===== src/rtl/pm_loader_pkg.sv =====
// Shared types for the picoMIPS program-memory loader: FSM state encoding and byte-count helper.
// Pure declarations; no timing or flow control of its own.
package pm_loader_pkg;

    typedef enum logic [2:0] {
        ST_IDLE,
        ST_COUNT,
        ST_DATA,
        ST_WRITE,
        ST_CHECK,
        ST_RELEASE,
        ST_ERROR
    } state_t;

    function automatic int bytes_per_instr(input int isize);
        return (isize + 7) / 8;
    endfunction

endpackage


===== src/rtl/pm_loader_if.sv =====
// Loader-facing bundle: byte stream in, program-memory write port and core control out.
// No logic; master is the host/byte source side, slave is the loader.
interface pm_loader_if #(
    parameter int Psize = 5,
    parameter int Isize = 24
);
    logic             start;
    logic             in_valid;
    logic [7:0]       in_data;
    logic             in_ready;
    logic             wr_en;
    logic [Psize-1:0] wr_addr;
    logic [Isize-1:0] wr_data;
    logic             cpu_hold;
    logic             cpu_nReset;
    logic             done;
    logic             err;

    modport master (
        output start, in_valid, in_data,
        input  in_ready, wr_en, wr_addr, wr_data, cpu_hold, cpu_nReset, done, err
    );

    modport slave (
        input  start, in_valid, in_data,
        output in_ready, wr_en, wr_addr, wr_data, cpu_hold, cpu_nReset, done, err
    );
endinterface


===== src/rtl/pm_loader_instr_assembler.sv =====
// Shifts bytes MSB-first into a B-byte word; o_full flags that the next load completes it.
// Word is registered, updates on the edge a byte loads; no backpressure (loads on strobe).
module instr_assembler
    import pm_loader_pkg::*;
#(
    parameter int Isize = 24
) (
    input  logic             clk,
    input  logic             rst_n,
    input  logic             i_clr,
    input  logic             i_load,
    input  logic [7:0]       i_byte,
    output logic [Isize-1:0] o_word,
    output logic             o_full
);
    localparam int B  = bytes_per_instr(Isize);
    localparam int CW = (B > 1) ? $clog2(B) : 1;

    logic [8*B-1:0] r_sh;
    logic [8*B-1:0] w_sh_nxt;
    logic [CW-1:0]  r_cnt;

    generate
        if (B == 1) begin : g_single
            assign w_sh_nxt = i_byte;
        end else begin : g_multi
            assign w_sh_nxt = {r_sh[8*B-9:0], i_byte};
        end
    endgenerate

    always_ff @(posedge clk or negedge rst_n) begin
        if (!rst_n) begin
            r_sh  <= '0;
            r_cnt <= '0;
        end else if (i_clr) begin
            r_cnt <= '0;
        end else if (i_load) begin
            r_sh  <= w_sh_nxt;
            r_cnt <= o_full ? '0 : r_cnt + 1'b1;
        end
    end

    assign o_full = (r_cnt == CW'(B - 1));
    // Excess high bits of the first byte fall off here.
    assign o_word = r_sh[Isize-1:0];

endmodule


===== src/rtl/pm_loader.sv =====
// picoMIPS program loader: count byte then N instructions of B bytes each, holds core in reset meanwhile.
// Write strobe one cycle after the last byte of a word; stalls indefinitely on in_valid gaps. Option: PM_LOADER_CHECKSUM_EN.
module pm_loader
    import pm_loader_pkg::*;
#(
    parameter int Psize = 5,
    parameter int Isize = 24
) (
    input  logic        clk,
    input  logic        nReset,
    pm_loader_if.slave  bus
);
    localparam int MAXN = 1 << Psize;

    state_t           r_state;
    logic [Psize:0]   r_addr;
    logic [Psize:0]   r_n;
    logic             r_wr_en;
    logic             r_hold;
    logic             r_nres;
    logic             r_done;
    logic             r_err;

    logic             w_ready;
    logic             w_acc;
    logic             w_full;
    logic             w_count_bad;
    logic [Psize:0]   w_addr_nxt;
    logic [Psize:0]   w_n_in;
    logic [Isize-1:0] w_word;

    always_comb begin
        w_ready = 1'b0;
        case (r_state)
            ST_COUNT, ST_DATA: w_ready = 1'b1;
`ifdef PM_LOADER_CHECKSUM_EN
            ST_CHECK:          w_ready = 1'b1;
`endif
            default:           w_ready = 1'b0;
        endcase
    end

    assign w_acc       = bus.in_valid & w_ready;
    assign w_count_bad = (bus.in_data == 8'd0) || (int'(bus.in_data) > MAXN);
    assign w_n_in      = (Psize+1)'(bus.in_data);
    assign w_addr_nxt  = r_addr + 1'b1;

    instr_assembler #(.Isize(Isize)) u_asm (
        .clk    (clk),
        .rst_n  (nReset),
        .i_clr  ((r_state == ST_COUNT) && w_acc),
        .i_load ((r_state == ST_DATA) && w_acc),
        .i_byte (bus.in_data),
        .o_word (w_word),
        .o_full (w_full)
    );

`ifdef PM_LOADER_CHECKSUM_EN
    logic [7:0] r_xor;

    always_ff @(posedge clk or negedge nReset) begin
        if (!nReset) begin
            r_xor <= '0;
        end else if ((r_state == ST_COUNT) && w_acc) begin
            r_xor <= '0;
        end else if ((r_state == ST_DATA) && w_acc) begin
            r_xor <= r_xor ^ bus.in_data;
        end
    end
`endif

    always_ff @(posedge clk or negedge nReset) begin
        if (!nReset) begin
            r_state <= ST_IDLE;
            r_addr  <= '0;
            r_n     <= '0;
            r_wr_en <= 1'b0;
            r_hold  <= 1'b0;
            r_nres  <= 1'b1;
            r_done  <= 1'b0;
            r_err   <= 1'b0;
        end else begin
            r_wr_en <= 1'b0;
            r_done  <= 1'b0;
            case (r_state)
                ST_IDLE: begin
                    if (bus.start) begin
                        r_state <= ST_COUNT;
                        r_hold  <= 1'b1;
                        r_nres  <= 1'b0;
                    end
                end
                ST_COUNT: begin
                    if (w_acc) begin
                        if (w_count_bad) begin
                            r_state <= ST_ERROR;
                            r_err   <= 1'b1;
                        end else begin
                            r_n     <= w_n_in;
                            r_addr  <= '0;
                            r_state <= ST_DATA;
                        end
                    end
                end
                ST_DATA: begin
                    if (w_acc && w_full) begin
                        r_state <= ST_WRITE;
                        r_wr_en <= 1'b1;
                    end
                end
                ST_WRITE: begin
                    r_addr <= w_addr_nxt;
                    if (w_addr_nxt == r_n) begin
`ifdef PM_LOADER_CHECKSUM_EN
                        r_state <= ST_CHECK;
`else
                        r_state <= ST_RELEASE;
                        r_done  <= 1'b1;
`endif
                    end else begin
                        r_state <= ST_DATA;
                    end
                end
`ifdef PM_LOADER_CHECKSUM_EN
                ST_CHECK: begin
                    if (w_acc) begin
                        if (bus.in_data == r_xor) begin
                            r_state <= ST_RELEASE;
                            r_done  <= 1'b1;
                        end else begin
                            r_state <= ST_ERROR;
                            r_err   <= 1'b1;
                        end
                    end
                end
`endif
                // Core leaves reset on the same edge the FSM returns to idle.
                ST_RELEASE: begin
                    r_state <= ST_IDLE;
                    r_hold  <= 1'b0;
                    r_nres  <= 1'b1;
                end
                ST_ERROR: begin
                    if (bus.start) begin
                        r_state <= ST_COUNT;
                        r_err   <= 1'b0;
                    end
                end
                default: r_state <= ST_IDLE;
            endcase
        end
    end

    assign bus.in_ready   = w_ready;
    assign bus.wr_en      = r_wr_en;
    assign bus.wr_addr    = r_addr[Psize-1:0];
    assign bus.wr_data    = w_word;
    assign bus.cpu_hold   = r_hold;
    assign bus.cpu_nReset = r_nres;
    assign bus.done       = r_done;
    assign bus.err        = r_err;

endmodule


===== src/flat_wrapper.sv =====
// flat-port wrapper written by rule: the top's interface ports become plain ports
module pm_loader_flat import pm_loader_pkg::*;
#(
    parameter int Psize = 5,
    parameter int Isize = 24
)
  (clk, nReset, bus_start, bus_in_valid, bus_in_data, bus_in_ready, bus_wr_en, bus_wr_addr, bus_wr_data, bus_cpu_hold, bus_cpu_nReset, bus_done, bus_err);
  pm_loader_if #(.Psize(Psize), .Isize(Isize)) bus_i ();
  input  logic clk;
  input  logic nReset;
  input wire logic [$bits(bus_i.start)-1:0] bus_start;
  input wire logic [$bits(bus_i.in_valid)-1:0] bus_in_valid;
  input wire logic [$bits(bus_i.in_data)-1:0] bus_in_data;
  output wire logic [$bits(bus_i.in_ready)-1:0] bus_in_ready;
  output wire logic [$bits(bus_i.wr_en)-1:0] bus_wr_en;
  output wire logic [$bits(bus_i.wr_addr)-1:0] bus_wr_addr;
  output wire logic [$bits(bus_i.wr_data)-1:0] bus_wr_data;
  output wire logic [$bits(bus_i.cpu_hold)-1:0] bus_cpu_hold;
  output wire logic [$bits(bus_i.cpu_nReset)-1:0] bus_cpu_nReset;
  output wire logic [$bits(bus_i.done)-1:0] bus_done;
  output wire logic [$bits(bus_i.err)-1:0] bus_err;
  assign bus_i.start = bus_start;
  assign bus_i.in_valid = bus_in_valid;
  assign bus_i.in_data = bus_in_data;
  assign bus_in_ready = bus_i.in_ready;
  assign bus_wr_en = bus_i.wr_en;
  assign bus_wr_addr = bus_i.wr_addr;
  assign bus_wr_data = bus_i.wr_data;
  assign bus_cpu_hold = bus_i.cpu_hold;
  assign bus_cpu_nReset = bus_i.cpu_nReset;
  assign bus_done = bus_i.done;
  assign bus_err = bus_i.err;
  pm_loader #(.Psize(Psize), .Isize(Isize)) u_core (.clk(clk), .nReset(nReset), .bus(bus_i));
endmodule

===== config.mk =====
export PLATFORM = sky130hd
export DESIGN_NAME = pm_loader_flat
export DESIGN_NICKNAME = d
export VERILOG_FILES = /design/src/rtl/pm_loader_pkg.sv /design/src/rtl/pm_loader_if.sv /design/src/rtl/pm_loader_instr_assembler.sv /design/src/rtl/pm_loader.sv /design/src/flat_wrapper.sv
export SDC_FILE = /design/constraint.sdc
export NUM_CORES = 1
export LEC_CHECK = 0
export BUFFER_PORTS_ARGS = -buffer_cell sky130_fd_sc_hd__buf_2
export CORE_MARGIN = 10
export CORE_UTILIZATION = 54
export CTS_CLUSTER_SIZE = 14
export DETAILED_ROUTE_END_ITERATION = 7
export PLACE_DENSITY = 0.81
export SLEW_MARGIN = 20
export SYNTH_ARGS = -nofsm -noshare
export SYNTH_HDL_FRONTEND = slang
export SYNTH_SLANG_ARGS = --single-unit

===== constraint.sdc =====
create_clock -name clk -period 4.78 [get_ports clk]
set_clock_uncertainty 0.1 [all_clocks]
set_input_delay 0 -clock clk [delete_from_list [all_inputs] [get_ports clk]]
set_output_delay 0 -clock clk [all_outputs]
set_load 0.05 [all_outputs]

After elaboration in Yosys (flattened, before gate mapping)
Index checks and enable logic that the tools add are counted.
{"block": "op_classes", "n_eq_ne": 14, "n_addsub": 2, "n_mux": 24, "order_cmp": 1, "bitwise": 3, "reduce_logical": 18}
{"op": "3-bit 2-to-1 mux", "count": 5}
{"op": "6-bit 2-to-1 mux", "count": 2}
{"op": "3-bit case mux with 4 select lines", "count": 1}
{"op": "6-bit case mux with 2 select lines", "count": 1}
{"op": "1-bit 2-to-1 mux", "count": 9}
{"op": "3-bit AND reduction", "count": 3}
{"op": "8-bit by 6-bit > comparator with 1-bit output, second input constant", "count": 1}
{"op": "8-bit zero test", "count": 1}
{"op": "2-bit != test, second input constant", "count": 4}
{"op": "2-bit nonzero test", "count": 4}
{"op": "6-bit by 1-bit adder with 6-bit output, second input constant", "count": 1}
{"op": "3-bit by 2-bit equality test with 1-bit output, second input constant", "count": 2}
{"op": "3-bit equality test, second input constant", "count": 2}
{"op": "6-bit equality test", "count": 1}
{"op": "2-bit 2-to-1 mux", "count": 3}
{"op": "2-bit by 1-bit != test with 1-bit output, second input constant", "count": 3}
{"op": "1-bit case mux with 2 select lines", "count": 3}
{"op": "2-bit AND reduction", "count": 2}
{"op": "4-bit AND reduction", "count": 1}
{"op": "2-bit OR reduction", "count": 2}
{"op": "3-bit by 1-bit equality test with 1-bit output, second input constant", "count": 1}
{"op": "1-bit logical AND", "count": 3}
{"op": "3-bit zero test", "count": 1}
{"op": "2-bit by 1-bit adder with 2-bit output, second input constant", "count": 1}
{"op": "other kinds (4)", "count": 5}
{"block": "word_totals", "ff_bits": 46}

Longest topological paths before layout
Gate-level depths: netlist of the first run.
{"block": "logic_depth", "depth_word": 7, "ltp_mapped": 6, "ltp_nobuf": 6}

Hierarchy
Synthesis of the first run repeated with hierarchy kept, for this count alone.
{"block": "hier_totals", "hier_cells": 192, "area_unflattened_um2": 2357.3}
{"mod": "pm_loader", "instances": 1, "area_each_um2": 1251.2, "cells_each": 131}
{"mod": "instr_assembler", "instances": 1, "area_each_um2": 1106.1, "cells_each": 61}

Worst setup path after synthesis of the first run
OpenSTA, ideal clock, no wires.
{"block": "synth_path", "path_kind": "register to register", "start": "register u_core.r_state[2]", "end": "register u_core.u_asm.r_sh[10], in the netlist u_core.u_asm.o_word[10]", "path_slack_ns": 2.901, "stages_incl_launch_ff": 6, "t_arrival_ns": 1.651, "required_time_ns": 4.552, "cell_sequence": "dfrtp_1 clkbuf_1 nand2b_1 nor2_1 buf_2 mux2_1"}
{"block": "synth_via", "elab_chain_len": 7, "elab_cells_between_ends": 9, "classes_between": "eq/ne (2); mux (1); bitwise (2); reduce/logical (4)"}
{"item": "start: declaration", "line": "pm_loader.sv:15", "rtl": "state_t r_state;"}
{"item": "start signal: assignment", "line": "pm_loader.sv:74", "rtl": "r_state <= ST_IDLE;"}
{"item": "start signal: assignment", "line": "pm_loader.sv:88", "rtl": "r_state <= ST_COUNT;"}
{"item": "start signal: assignment", "line": "pm_loader.sv:96", "rtl": "r_state <= ST_ERROR;"}
{"item": "3-bit by 2-bit equality test with 1-bit output or 3-bit by 1-bit equality test with 1-bit output (tied branches)", "line": "pm_loader.sv:34, pm_loader.sv:52, pm_loader.sv:51"}
{"item": "2-bit OR reduction", "line": "pm_loader.sv:34", "rtl": "case (r_state)"}
{"item": "1-bit 2-to-1 mux", "line": "pm_loader.sv:34"}
{"item": "1-bit bitwise AND", "line": "pm_loader.sv:43", "rtl": "assign w_acc = bus.in_valid & w_ready;"}
{"item": "1-bit logical AND", "line": "pm_loader.sv:51", "rtl": ".i_clr ((r_state == ST_COUNT) && w_acc),"}
{"item": "1-bit inverter (no source line)"}
{"item": "2-bit AND reduction (no source line) *"}
{"item": "end signal: assignment", "line": "pm_loader_instr_assembler.sv:38", "rtl": "r_sh <= w_sh_nxt;"}
{"item": "end: declaration", "line": "pm_loader_instr_assembler.sv:19", "rtl": "logic [8*B-1:0] r_sh;"}
Every way passes the cells marked *; elsewhere a longest branch is shown, timed or not.
A chain may end at the register's enable or synchronous reset.

Final worst setup path of the first run
{"block": "layout_path", "start": "input port bus_in_data[0]", "end": "register u_core.r_n[0]"}
{"block": "layout_via", "elab_chain_len": 4, "elab_cells_between_ends": 5, "classes_between": "order compare (1); bitwise (1); reduce/logical (3)"}
{"item": "start: declaration", "line": "flat_wrapper.sv:13", "rtl": "input wire logic [$bits(bus_i.in_data)-1:0] bus_in_data;"}
{"item": "8-bit by 6-bit > comparator with 1-bit output or 8-bit zero test (tied branches)", "line": "pm_loader.sv:44", "rtl": "assign w_count_bad = (bus.in_data == 8'd0) || (int'(bus.in_data) > MAXN);"}
{"item": "1-bit logical OR", "line": "pm_loader.sv:44"}
{"item": "1-bit inverter (no source line)"}
{"item": "3-bit AND reduction (no source line)"}
{"item": "end signal: assignment", "line": "pm_loader.sv:99", "rtl": "r_n <= w_n_in;"}
{"item": "end: declaration", "line": "pm_loader.sv:17", "rtl": "logic [Psize:0] r_n;"}
Parallel ways exist; a longest one is shown, timed or not.

==> results of run 1 <==
power breakdown:
group | switching, mW | total (mW) | internal (mW) | leakage (nW)
Clock | 0.133 | 0.249 | 0.116 | 0.0472
Combinational | 0.613 | 0.858 | 0.246 | 0.608
Sequential | 0.116 | 0.635 | 0.519 | 0.559
Total | 0.861 | 1.74 | 0.881 | 1.21
worst min-delay path by stage:
stage,depth (start not counted),to,from,slack [ns]
floorplan,0,u_core.bus.cpu_hold,nReset,-0.40
global placement,1,u_core.r_addr[1],nReset,0.11
detailed placement,1,u_core.r_addr[1],nReset,0.11
CTS,3,u_core.r_state[0],bus_in_valid,0.12
global route,3,u_core.r_state[0],bus_in_valid,0.14
finish,3,u_core.r_state[0],bus_in_valid,0.12
flip-flops by register name, indices dropped and copies added (netlist names):
name	flops
u_core.bus.done	1
u_core.bus.cpu_nReset	1
u_core.r_n	6
u_core.u_asm.o_word	24
u_core.bus.cpu_hold	1
u_core.bus.wr_en	1
u_core.r_state	3
u_core.r_addr	6
u_core.u_asm.r_cnt	2
u_core.bus.err	1
final cells by class:
class	count	area share, %
tap	48	2.32
inverter	3	0.436
sequential	46	44.6
clock inverter	2	0.484
timing repair buffer	56	12.8
clock buffer	6	3.19
multi-input combinational	115	36.2
routing by layer:
metal / track usage, % / vias up / part of all wire, %
met2: 21.9 / 33 / 49
li1: - / 714 / -
met4: 5.54 / 0 / 1.6
met1: 15.1 / 699 / 44
met3: 4.88 / 7 / 5.5
met5: 0 / - / 0
critical path, stage by stage:
cell and delay [ns]:
dlygate4sd3_1 0.54, buf_2 0.14, or4_4 0.55, or3_4 0.36
nand4_4 0.22, mux2_4 0.33
logic make-up after synthesis:
kind of cell	Yosys count	synth area share, %
multiplexers	31	17.3
flip-flops	46	53.6
adder cells (fa/ha/maj)	1	0.582
AND/OR/NAND/NOR	51	14.0
XOR/XNOR	10	4.71
AO/OA/AOI/OAI	22	6.63
buffers and inverters	13	3.26
metrics by stage:
step / cell area [um2] / worst slack, ns / util (%)
after global routing: 2580 / 2.47 / 69.1
final: 2580 / 2.73 / 69.1
after CTS: 2580 / 2.74 / 69.1
after detailed placement: 2390 / 2.77 / 63.8
after global placement: 2380 / 2.52 / 63.7
after floorplan: 2150 / 2.90 / -
cell usage after synthesis (2+ instances only):
cell type / number
dfrtp_1: 45
mux2_1: 24
nor2_1: 11
nand2_1: 9
nand3_1: 7
xnor2_1: 7
a21oi_1: 6
mux2_4: 6
buf_4: 5
nand2b_1: 5
o21ai_1: 5
clkbuf_1: 3
o21ai_0: 3
a31oi_2: 2
and3_1: 2
buf_2: 2
inv_1: 2
nor3_1: 2
or3_1: 2
xor2_1: 2
==> impl_results.md, run 1 <==
* Sequential area share after synthesis at 53.6%
* Area leader, netlist: dfrtp_1
* Footprint of the multi-input gates at 936 um2
* GRT Util Overall at 13.3%
* Main flop type after synthesis: dfrtp_1
* Grt ovf at 0
* Warnings, synthesis at 0
* Fin crit share at 43.0%
* I/O pin count at 47
* FF+latch area at 1150 um2
* Commonest cells after routing, fill and taps aside: buf_2 (46), dfrtp_1 (45), mux2_1 (24), nor2_1 (10), dlygate4sd3_1 (10)
* Cell leakage power at 1.21 nW
* TritonCTS clock tree: built
* Routed Antenna Nets at 0
* Setup slack, reg-to-reg at 2.74 ns
* Clock transition at path regs at 0.08 ns
* CP max FO at 10
* Initial antenna violation count at 0
* Placed Instances at 258
* H-tree Lvls at 2
* Worst skew pair latency at 0.30 ns
* Die height at 83.1 um
* DRC violations left at 0
* TritonRoute pass-1 iters at 4
* WL per Instance at 16.1 um
* Cell Count, Final, Fillers Out at 276
* Post-CTS repair timing setup buffer count at 0
* Cts hold-fix bufs at 10
* FMAX at 487 MHz
* Worst hold path type: primary input to register
* Post-route minimum period at 2.05 ns
* Post-Syn Instances at 174
* Layout cell share with drive strength beyond 1 at 31.6%
* CTS Sinks at 46
* RSZ-0062 raised after global routing: no
* Overall power at 1.74 mW
* DRT iter0 DRCs at 90
* PwrDens at 674 nW/um2
* Worst Setup End Kind: register
* Syn nets at 187
* Die X-Extent at 83.1 um
* Min Hold Slack at 0.124 ns
* CTS Buf Count at 5
* First-pass GRT wire length at 7690 um
* Core Area at 3740 um2
* Die area at 6910 um2
* Setup crit start kind: primary input
* Top cell type's share of synthesized area at 52.4%
* End point of the critical path: u_core.r_n[0]
* Kind of critical path: primary input to register
* Synth area leaders: dfrtp_1 (52%), mux2_1 (13%), mux2_4 (4.2%)
* Worst endpoint data arrival time at 2.15 ns
* Root Buffer: clkbuf_8
* Final WL at 4460 um
* Post-synth EDFFs at 0
* Syn avg cell area at 12.4 um2
* Setup TNS at 0 ns
* FP Rows at 22
* Deepest clock path buffer count at 2
* P&R area growth vs syn at 20.2%
* Slew Limit Fails at 0
* Gpl congestion at 0.830
* Setup crit start: bus_in_data[0]
* Via density at 5.26
* Nets at 240
* ANT cells at 0
* Post-Syn Area at 2150 um2
* Yosys reg bits at 46
* Max_cap viols at 0
* Slew HR at 36.2%
* Starting Density at 57.5%
* VDD IR max at 0.428 mV
* Fill count at 293
* Final setup fails at 0
* Worst R2R End: u_core.r_state[0]
* Count of cell types in the netlist at 44
* Post-synth ARST share at 100%
* Post-cts resize count at 0
* Final hold viol count at 0
* Port bufs at 46
* Vias in the first global route at 1,573
* Crit path required time at 4.87 ns
* Total vias in the final route at 1,453
* Worst reg2reg path depth at 6
* Commonest non-fill, non-tap cell in the layout: buf_2
* R2r startpoint: u_core.r_addr[0]
* Status: complete, no violations
* Largest net degree at the start of global routing at 47
* Worst Tran Pin Value at 0.956 ns
* Dpl hpwl at 3190 um
Power figures use the tool's default switching activity.
==> inputs of run 2 (changes only) <==
Settings changed: CORE_UTILIZATION 54 to 53, PLACE_DENSITY 0.81 to 0.8.
Clock period 4.78 ns to 2.1 ns, I/O delays scaled along.
==> run 2 against run 1 <==
Sequential share of layout area down 1.2 points. Non-clock buffer count grew 7. Routed wire length rose by 4.0%. Register-to-register slack got worse by 2.6 ns. Power increased by 130%. Sequential cell count stayed put.
==> impl_results.md, run 2 (synthesis results as in run 1) <==
* Status: complete, no violations
* P&R area growth vs syn at 23.6%
* Cts hold-fix bufs at 10
* Root Buffer: clkbuf_8
* Setup crit start kind: primary input
* Routed Antenna Nets at 0
* Final WL at 4630 um
* Kind of critical path: primary input to register
* Gpl congestion at 0.835
* Clock transition at path regs at 0.09 ns
* Fin crit share at 96.7%
* PwrDens at 1530 nW/um2
* Post-CTS repair timing setup buffer count at 0
* CTS Sinks at 46
* Total vias in the final route at 1,514
* ANT cells at 0
* Worst skew pair latency at 0.29 ns
* Crit path required time at 2.17 ns
* Commonest cells after routing, fill and taps aside: buf_2 (46), dfrtp_1 (45), mux2_1 (24), nor2_1 (10), dlygate4sd3_1 (10)
* Slew Limit Fails at 0
* Deepest clock path buffer count at 2
* H-tree Lvls at 2
* Port bufs at 46
* Core Area at 3970 um2
* Post-cts resize count at 0
* Die X-Extent at 83.7 um
* Final core utilization at 66.9%
* Largest net degree at the start of global routing at 26
* CP max FO at 10
* Worst hold path type: primary input to async pin
* Worst Tran Pin Value at 0.443 ns
* DRT iter0 DRCs at 71
* Die height at 83.7 um
* TritonRoute pass-1 iters at 4
* Final setup fails at 0
* Nets at 247
* First-pass GRT wire length at 8050 um
* Dpl hpwl at 3410 um
* WL per Instance at 16.3 um
* Worst Setup End Kind: register
* Grt ovf at 0
* Number of flip-flops in the largest register at 24
* Max_cap viols at 0
* GRT Util Overall at 13.7%
* Via density at 5.31
* Layout cell share with drive strength beyond 1 at 33.6%
* Starting Density at 54.2%
* CTS Buf Count at 5
* VDD IR max at 1.14 mV
* TritonCTS clock tree: built
* DRC violations left at 0
* Die area at 7010 um2
* Post-route minimum period at 2.03 ns
* FP Rows at 23
* Worst slack, placed at 0.180 ns
* RSZ-0062 raised after global routing: no
* Min Hold Slack at 0.0763 ns
* Setup TNS at 0 ns
* Commonest non-fill, non-tap cell in the layout: buf_2
* Final setup margin at 0.0687 ns
* Worst endpoint data arrival time at 2.11 ns
* FMAX at 492 MHz
* Initial antenna violation count at 0
* Slew HR at 70.5%
* I/O pin count at 47
* Cell leakage power at 1.26 nW
* Final hold viol count at 0
* Vias in the first global route at 1,667
-- run 2: worst max-delay path, stage by stage --
cell and delay [ns]:
dlygate4sd3_1 0.53, buf_2 0.14, or4_4 0.54, or3_4 0.36, nand4_4 0.21, mux2_4 0.32
-- run 2: layer usage --
layer  track usage, %  up-vias  wire length, um
met4             4.72        0               51
met3             3.91        6              266
met2             21.5       40             2170
li1                 -      725                -
met5                0        -                0
met1             17.5      743             2150
-- run 2: stage by stage --
step	instances	instance area, um2	power [mW]
final	285	2660	4.06
after floorplan	174	2150	3.00
after CTS	285	2660	4.09
after global placement	267	2450	3.43
after global routing	285	2660	4.28
after detailed placement	267	2450	3.48
-- run 2: cell type report --
| type | count | area, um2 |
|---|---|---|
| clock inverter | 1 | 8.76 |
| fill | 296 | 1310 |
| tap | 50 | 62.6 |
| clock buffer | 7 | 96.3 |
| multi-input combinational | 115 | 931 |
| inverter | 3 | 11.3 |
| timing repair buffer | 63 | 395 |
| sequential | 46 | 1150 |
-- run 2: path summary, 6_finish.rpt --
check                                   startpoint                 endpoint  slack, ns  cells past startpoint
setup / recovery                    bus_in_data[0]            u_core.r_n[1]       0.07                      6
hold / removal                              nReset  u_core.u_asm.o_word[10]       0.08                      2
setup reg to reg                  u_core.r_addr[1]        u_core.r_state[2]       0.17                      6
hold reg to reg            u_core.u_asm.o_word[20]  u_core.u_asm.o_word[20]       0.38                      1
max in group asynchronous                   nReset    u_core.bus.cpu_nReset       1.22                      3
min in group clk                      bus_in_valid        u_core.r_state[0]       0.15                      3
-- run 2: where the power goes --
part | switching [mW] | internal (mW) | leakage (nW) | total, mW
sequential | 0.242 | 1.18 | 0.559 | 1.42
combinational | 1.45 | 0.596 | 0.645 | 2.05
clock | 0.289 | 0.302 | 0.0544 | 0.591
==> inputs of run 3 (changes only) <==
Settings changed: CORE_UTILIZATION 53 to 54, SYNTH_HIERARCHICAL set to 1.
==> run 3 against run 2 <==
Core utilization increased by 2.1 points. Fmax is 1.5% higher. Count of clock-buffer cells in the layout shrank 1. Global-route usage increased by 0.26 points. Worst setup slack gained 0.029 ns. Synthesized cell count grew 10%. Non-clock buffer count increased by 6.
==> impl_results.md, run 3 <==
* Yosys reg bits at 46
* PwrDens at 1690 nW/um2
* Worst Setup End Kind: register
* Post-synth top cells: dfrtp_1 (45), mux2_4 (24), a21oi_1 (12), nand2_1 (11)
* Starting Density at 57.3%
* Grt ovf at 0
* Syn avg cell area at 12.3 um2
* Routed Antenna Nets at 0
* Die height at 86.1 um
* H-tree Lvls at 2
* Clock transition at path regs at 0.09 ns
* Root Buffer: clkbuf_8
* TritonCTS clock tree: built
* Die area at 7410 um2
* VDD IR max at 1.26 mV
* DRC violations left at 0
* Number of flip-flops in the largest register at 24
* CTS Sinks at 46
* Dpl hpwl at 3590 um
* Largest net degree at the start of global routing at 47
* Main flop type after synthesis: dfrtp_1
* Final WL at 5080 um
* Worst Tran Pin Value at 0.567 ns
* WL per Instance at 16.8 um
* Sequential area share after synthesis at 48.9%
* Slew Limit Fails at 0
* CTS Buf Count at 5
* Setup crit start: u_core/r_addr[1]
* RSZ-0062 raised after global routing: no
* Area leader, netlist: dfrtp_1
* Synth area leaders: dfrtp_1 (48%), mux2_4 (15%), mux2_2 (2.9%)
* FMAX at 500 MHz
* Slew HR at 62.2%
* DRT iter0 DRCs at 69
* Logic pwr share at 57.3%
* Worst endpoint data arrival time at 2.10 ns
* Clock Power Share at 11.2%
* Initial antenna violation count at 0
* Max_cap viols at 0
* Cell Count, Final, Fillers Out at 303
* Min Hold Slack at 0.132 ns
* Crit path required time at 2.20 ns
* Internal at 2.44 mW
* Most frequent cell after synthesis: dfrtp_1
* ANT cells at 0
* Overall power at 4.80 mW
* Post-synth EDFFs at 0
* Warnings, synthesis at 6
* Post-route minimum period at 2.00 ns
* Deepest clock path buffer count at 2
* Setup TNS at 0 ns
* Kind of critical path: register to register
* FP Rows at 23
* Die X-Extent at 86.1 um
* Final hold viol count at 0
* Commonest cells after routing, fill and taps aside: buf_2 (46), dfrtp_1 (45), mux2_4 (24), a21oi_1 (12)
* Hold Startpoint: bus_in_data[7]
* Port bufs at 46
* Via density at 5.47
* Fin crit share at 95.3%
* First-pass GRT wire length at 8360 um
* Top cell type's share of synthesized area at 47.8%
* Core Area at 4120 um2
* Commonest non-fill, non-tap cell in the layout: buf_2
* Layout cell share with drive strength beyond 1 at 40.3%
* P&R area growth vs syn at 20.5%
* R2r startpoint: u_core/r_addr[1]
* Setup crit start kind: register
* TritonRoute pass-1 iters at 4
* NetSw at 2.36 mW
* GRT Util Overall at 13.9%
* Post-Syn Area at 2360 um2
* Nets at 265
* CP max FO at 7
* Count of cell types in the netlist at 44
* Cell leakage power at 1.35 nW
* Status: complete, no violations
* Post-Syn Instances at 192
* Vias in the first global route at 1,682
* Sequential power share at 31.6%
* Placed Instances at 284
* I/O pin count at 47
* Gpl congestion at 0.779
* Sw frac at 49.1%
* Worst hold path type: primary input to register
* Syn nets at 205
* Final setup fails at 0
* Total vias in the final route at 1,656
* Worst skew pair latency at 0.30 ns
* Post-synth ARST share at 100%
-- run 3: cell types whose count changed after synthesis, moves of 4 or more --
cell      delta
mux2_1      -24
mux2_4      +18
a21oi_1      +6
mux2_2       +5
nor2_1       -5
o21ai_1      -5
xnor2_1      -5
clkbuf_1     +4
o21ai_0      +4
-- run 3: metrics by stage --
step,setup slack [ns],utilization (%),instance area (um2)
floorplan,0.0887,-,2360
global placement,0.102,64.1,2640
detailed placement,0.0120,64.1,2640
CTS,0.0413,68.9,2840
global route,0.00845,69.0,2840
finish,0.0982,69.0,2840
-- run 3: what timing repair did --
action,CTS,global route
endpoints found under the hold margin,63,0
resized for setup,0,2
setup endpoints to repair,0,1
hold buffers,11,0
buffers inserted,0,0
-- run 3: logic make-up (layout without fill, tap and decap cells) --
kind of cell	count (synthesis)	in the layout	synth area share, %
AND/OR/NAND/NOR	56	56	14.8
flip-flops	46	46	48.9
AO/OA/AOI/OAI	33	33	8.60
multiplexers	30	30	18.2
buffers and inverters	19	80	5.84
XOR/XNOR	7	7	3.24
adder cells (fa/ha/maj)	1	1	0.531
-- run 3: layer usage --
layer	vias to the layer above	track usage, %	share of wire [%]
met3	9	3.78	4.7
met5	-	0	0
met4	0	6.29	2.0
met1	806	16.0	43
met2	40	23.6	50
li1	801	-	-
-- run 3: worst max-delay path: stages (launching register included) --
cell,delay (ns)
dfrtp_1,0.43
ha_1,0.29
and4b_1,0.23
a2111oi_2,0.39
nor3_1,0.16
o31a_1,0.31
-- run 3: power groups by stage --
stage	Sequential [mW]	Clock, mW	Combinational [mW]
after floorplan	2.32	0	1.41
after global placement	1.51	0	2.67
after detailed placement	1.53	0	2.73
after CTS	1.51	0.555	2.75
after global routing	1.58	0.575	2.90
final	1.52	0.537	2.75
-- run 3: worst paths after layout --
path / end / slack, ns / cells past startpoint
worst max-delay path: u_core/r_state[1] / 0.1 / 5
worst min-delay path: u_core/bus.err / 0.13 / 5
worst max register to register: u_core/r_state[1] / 0.1 / 5
worst min register to register: u_core/bus.cpu_nReset / 0.37 / 2
max in group asynchronous: u_core/r_addr[2] / 1.30 / 3
min in group asynchronous: u_core/bus.cpu_hold / 0.20 / 3
-- run 3: cell type report --
cell class,count,area [um2]
fill,313,1270
multi-input combinational,127,1070
sequential,46,1150
tap,50,62.6
clock inverter,2,13.8
inverter,3,11.3
timing repair buffer,69,455
clock buffer,6,72.6
